`src/rtl/dmem_arbiter_pkg.sv`:
```
// dmem_arb_pkg: shared FSM states, port ids and default memory depth for dmem_arbiter.
package dmem_arb_pkg;
  typedef enum logic [1:0] {IDLE, ISSUE, RESP} state_t;
  localparam logic PORT0 = 1'b0;
  localparam logic PORT1 = 1'b1;
  localparam int DEF_MEM_DEPTH = 256;
endpackage

```
`src/rtl/dmem_arbiter_rr_arb2.sv`:
```
// rr_arb2: combinational two-way round-robin pick; a tie goes to the port that did not win last.
module rr_arb2
  import dmem_arb_pkg::*;
(
  input  logic [1:0] req,
  input  logic       last,
  output logic       win
);
  assign win = &req ? ~last : (req[1] ? PORT1 : PORT0);
endmodule

```
`src/rtl/dmem_arbiter.sv`:
```
// dmem_arbiter: round-robin sharing of the single-ported data memory between two requesters.
// Optional DMEM_ARB_RANGE_CHECK_EN blocks out-of-range accesses and reports them on err0/err1.
module dmem_arbiter
  import dmem_arb_pkg::*;
#(
  parameter int DATA_WIDTH = 32,
  parameter int ADDR_WIDTH = 32,
  parameter int MEM_DEPTH  = DEF_MEM_DEPTH
) (
  input  logic                  clk,
  input  logic                  reset,
  input  logic                  req0,
  input  logic                  req1,
  input  logic                  we0,
  input  logic                  we1,
  input  logic [ADDR_WIDTH-1:0] addr0,
  input  logic [ADDR_WIDTH-1:0] addr1,
  input  logic [DATA_WIDTH-1:0] wdata0,
  input  logic [DATA_WIDTH-1:0] wdata1,
  output logic                  gnt0,
  output logic                  gnt1,
  output logic                  rvalid0,
  output logic                  rvalid1,
  output logic [DATA_WIDTH-1:0] rdata0,
  output logic [DATA_WIDTH-1:0] rdata1,
  output logic                  err0,
  output logic                  err1,
  output logic                  mem_read,
  output logic                  mem_write,
  output logic [ADDR_WIDTH-1:0] mem_addr,
  output logic [DATA_WIDTH-1:0] mem_wdata,
  input  logic [DATA_WIDTH-1:0] mem_rdata
);
`ifdef DMEM_ARB_RANGE_CHECK_EN
  localparam logic CHECK = 1'b1;
`else
  localparam logic CHECK = 1'b0;
`endif
  state_t state, next;
  logic ptr, owner, win, cmd_we, oor, issue, resp, rv;
  logic [ADDR_WIDTH-1:0] cmd_addr;
  logic [DATA_WIDTH-1:0] cmd_wdata;
  rr_arb2 u_arb (.req({req1, req0}), .last(ptr), .win(win));
  // Range check is folded away when disabled, so every address reaches memory.
  assign oor = CHECK && (cmd_addr >= ADDR_WIDTH'(MEM_DEPTH));
  assign mem_addr = cmd_addr;
  assign mem_wdata = cmd_wdata;
  always_ff @(posedge clk) begin
    if (reset) begin
      state     <= IDLE;
      ptr       <= PORT1;
      owner     <= PORT0;
      cmd_we    <= 1'b0;
      cmd_addr  <= '0;
      cmd_wdata <= '0;
    end else begin
      state <= next;
      if (state == IDLE && (req0 || req1)) begin
        ptr       <= win;
        owner     <= win;
        cmd_we    <= win ? we1 : we0;
        cmd_addr  <= win ? addr1 : addr0;
        cmd_wdata <= win ? wdata1 : wdata0;
      end
    end
  end
  always_comb begin
    issue     = state == ISSUE;
    resp      = state == RESP;
    rv        = resp && !cmd_we;
    next      = state == IDLE ? ((req0 || req1) ? ISSUE : IDLE) :
                issue ? ((cmd_we && !oor) ? IDLE : RESP) : IDLE;
    mem_read  = issue && !cmd_we && !oor;
    mem_write = issue && cmd_we && !oor;
    gnt0      = issue && owner == PORT0;
    gnt1      = issue && owner == PORT1;
    rvalid0   = rv && owner == PORT0;
    rvalid1   = rv && owner == PORT1;
    err0      = resp && oor && owner == PORT0;
    err1      = resp && oor && owner == PORT1;
    rdata0    = (rvalid0 && !oor) ? mem_rdata : '0;
    rdata1    = (rvalid1 && !oor) ? mem_rdata : '0;
  end
endmodule

```
`config.mk`:
```
export PLATFORM = sky130hd
export DESIGN_NAME = dmem_arbiter
export DESIGN_NICKNAME = d
export VERILOG_FILES = /design/src/rtl/dmem_arbiter_pkg.sv /design/src/rtl/dmem_arbiter_rr_arb2.sv /design/src/rtl/dmem_arbiter.sv
export SDC_FILE = /design/constraint.sdc
export NUM_CORES = 1
export LEC_CHECK = 0
export BUFFER_PORTS_ARGS = -buffer_cell sky130_fd_sc_hd__buf_2
export CORE_AREA = 3 3 116 118
export DETAILED_ROUTE_END_ITERATION = 7
export DIE_AREA = 0 0 119 121
export PLACE_DENSITY = 0.65
export SLEW_MARGIN = 20
export SYNTH_ARGS = -nofsm -noshare
export SYNTH_HDL_FRONTEND = slang
export SYNTH_SLANG_ARGS = --single-unit
```
`constraint.sdc`:
```
create_clock -name clk -period 2.1 [get_ports clk]
set_clock_uncertainty 0.2 [all_clocks]
set_input_delay 0 -clock clk [delete_from_list [all_inputs] [get_ports clk]]
set_output_delay 0 -clock clk [all_outputs]
set_load 0.02 [all_outputs]
```
==> out/summary.md <==
Dividing the final minimum period by the clock period gives 92.34%. The weighted congestion reported at the end of routability-driven placement was 0.7805; the final setup violation count was 0. The cell count after synthesis came out at 469. The die covers 14400 um2. The setup slack of the most critical reg-to-reg path was 0.21 ns. The logs give 57.85% for the utilization after layout and 3.516 nW for the leakage power total. For the area of the core region, the log shows 12570 um2. Number of pins exceeding their max-slew limit in the final report: 0.

The largest individual stage delay along the critical path comes from the cell dfxtp_1. The tools report the pre-CTS setup slack as 0.3653 ns. Input and output buffers added on the ports amount to 299. The tool flagged a number of max-cap violations equal to 0. Entering global routing, the biggest net connects 40 pins.

The sum of negative setup slack was 0 ns; the post-synthesis cell type count was 25. The remaining routing DRC violations came out at 0. The initial cell density of the core is 31.25%.

The detailed router finished its first iteration with 322 violations. After synthesis, flip-flops and latches occupy 35.17% of the total area. CTS saw 69 sinks. Dividing the detail-routed wire length by the instance count gives 16.81 um. The x dimension of the die came out at 119 um. Clock-pin slew was measured on the worst setup and hold paths at 0.06 ns. In this run the number of H-tree levels came out at 3. The wire length after detailed routing was 17780 um; the largest stage delay on the critical path was 0.44 ns. In this run the count of I/O pins placed on the die edge is 302. Counting the buffers created by CTS gives 9.

The layout cell share with drive strength beyond 1 is 43.78%, and the fmax is 515.7 MHz. The logs give 0.0003138 V for the peak supply drop and 5276 for the number of global-route vias before repair. The min-delay analysis places its worst path in the category primary input to output port.

In the routed layout, each cell is associated on average with a via count of 4.906. Post-CTS timing repair inserted 0 buffers for setup. The flow ran to the end, and the final reports show no timing, DRC or antenna violations. The logs give 2 for the number of buffers on the longest clock path and 0 for the total grt overflow. Along the worst path, the maximum fanout reaches 33. Detailed placement ended at an HPWL of 11130 um. The area growth from synthesis to layout is 85.12%. The synthesis warning total is 0, and the number of detailed-route iterations in the first pass is 4. Leading cell type in the layout, fill and taps excluded: buf_2. The number of flip-flops and latches in the synthesized netlist works out to 69. Clock period minus worst slack: 1.939 ns.

The start-to-end type of the worst setup path is flop to output port. The global-route usage over all layers was 23.74%; the height of the chip was 121 um. The total via count in the routed design was 5191; the residual antenna-violating net count after detailed routing was 0.

Power spread over the standard cell area amounts to 667.6 nW/um2. The tools report the required time of the critical path as 1.90 ns. TritonCTS built the clock tree. Global-route wire length before repair: 27320 um. The post-synth design cell area is 3928 um2.

Count of endpoints failing hold in the final timing report: 0. At the worst endpoint, the arrival time is 1.74 ns. The floorplan has 41 rows. Launching element type of the critical path: a flop.

The clock latency at the later pin of the worst-skew pair came out at 0.33 ns. Clock tree synthesis selected as its root buffer the cell clkbuf_16. After synthesis, the mean cell area works out to 8.374 um2. The run gives 1045 as the net count reported at finish.

Setup repair after global routing left no endpoint under its margin. STA classifies the critical path endpoint as an output port. The cell family contributing the most delay on the critical path is buffers and inverters. Together, buffers and inverters on the worst path number 3. In the layout the commonest cells are buf_2, dlygate4sd3_1, nand2_1. The number of antenna violations at the first check in global routing came out at 2.

The critical path goes through inv_2 -> nor4b_4 -> buf_4 -> and2_1 -> buf_2. Once routing completed, OpenROAD measured the worst setup slack at 0.1608 ns.
-- state kept, by name (all words and copies together) (netlist names) --
register	count
cmd_we	1
mem_addr	32
mem_wdata	32
owner	1
ptr	1
state	2
-- worst paths after layout --
check | startpoint | endpoint | cells after the start
hold reg to reg | mem_addr[4]$_SDFFE_PP0P_ | mem_addr[4]$_SDFFE_PP0P_ | 2
setup / recovery | owner$_SDFFE_PP0P_ | rdata1[23] | 5
hold / removal | mem_rdata[13] | rdata0[13] | 3
setup reg to reg | state[0]$_SDFF_PP0_ | ptr$_SDFFE_PP1P_ | 4
-- synthesized netlist by cell type --
cell type  instances  area [um2]
and2_1            64       400.4
buf_2             24       120.1
nor2_1             6       22.52
buf_1              1       3.750
buf_6              5       56.30
nor4b_2            2       30.03
or2_1              2       12.51
a21oi_1           66       330.3
o21ai_0            1       5.000
clkbuf_1          11       41.29
inv_1              1       3.750
nor3_1             2       10.01
nand2_1          132       495.5
nand2b_1           1       6.260
conb_1             1       3.750
a21bo_1            1       10.01
a221o_1            1       10.01
dfxtp_1           69        1381
a311oi_2          50       750.7
a21boi_2           1       11.26
nor2_2             1       6.260
inv_2              1       3.750
a311oi_1          15       131.4
nor2b_1            1       6.260
buf_4             10       75.07
-- cells by family (layout without fill, tap and decap cells) --
kind of cell	after synthesis	in the layout	synth area share, %
flops	69	69	35.17
other cells	1	4	0.09548
compound gates	135	135	31.79
simple gates	211	211	25.20
buf+inv	53	467	7.741
-- report_power, final --
| group | internal [W] | switching [W] |
|---|---|---|
| combinational | 0.000685 | 0.000855 |
| sequential | 0.00147 | 0.0000943 |
| clock | 0.00116 | 0.000589 |
| total | 0.00332 | 0.00154 |
-- worst register-to-register path, delay by kind of cell, from the launching register on --
kind | cells | cell delay [ns]
AOI/OAI and AO/OA | 1 | 0.33
buffers and inverters | 1 | 0.55
DFF | 1 | 0.39
and+or+nand+nor | 2 | 0.31
-- per-layer routing --
metal	wire, um	GRT usage (%)	up-vias	share of wire [%]
li1	-	-	2466	-
met4	891	14.27	0	5.0
met2	9214	43.34	294	52
met3	1372	6.713	78	7.7
met5	0	0	-	0
met1	6302	23.90	2353	35
-- per-stage QoR --
step	hold WS (ns)	power (W)	instance area, um2	std cells
after floorplan	-0.04668	0.002425	3931	470
after global placement	0.06564	0.002900	5574	905
after detailed placement	0.06789	0.002908	5574	905
after CTS	0.1345	0.004869	7266	1056
after global routing	0.1503	0.005084	7271	1058
final	0.1330	0.004854	7271	1058
-- final cells by class --
type / count / area [um2]
Tap cell: 172 / 215.2
Sequential cell: 69 / 1381
Fill cell: 1086 / 5298
Inverter: 2 / 7.507
Timing Repair Buffer: 449 / 3038
Antenna cell: 2 / 5.005
Multi-Input combinational cell: 348 / 2283
Clock inverter: 6 / 111.4
Clock buffer: 10 / 229.0
-- what timing repair did --
action	4_1_cts	5_1_grt
resized for setup	0	0
endpoints found under the hold margin	69	0
hold buffers	135	0
No activity file was read; power rests on OpenSTA's default activity.
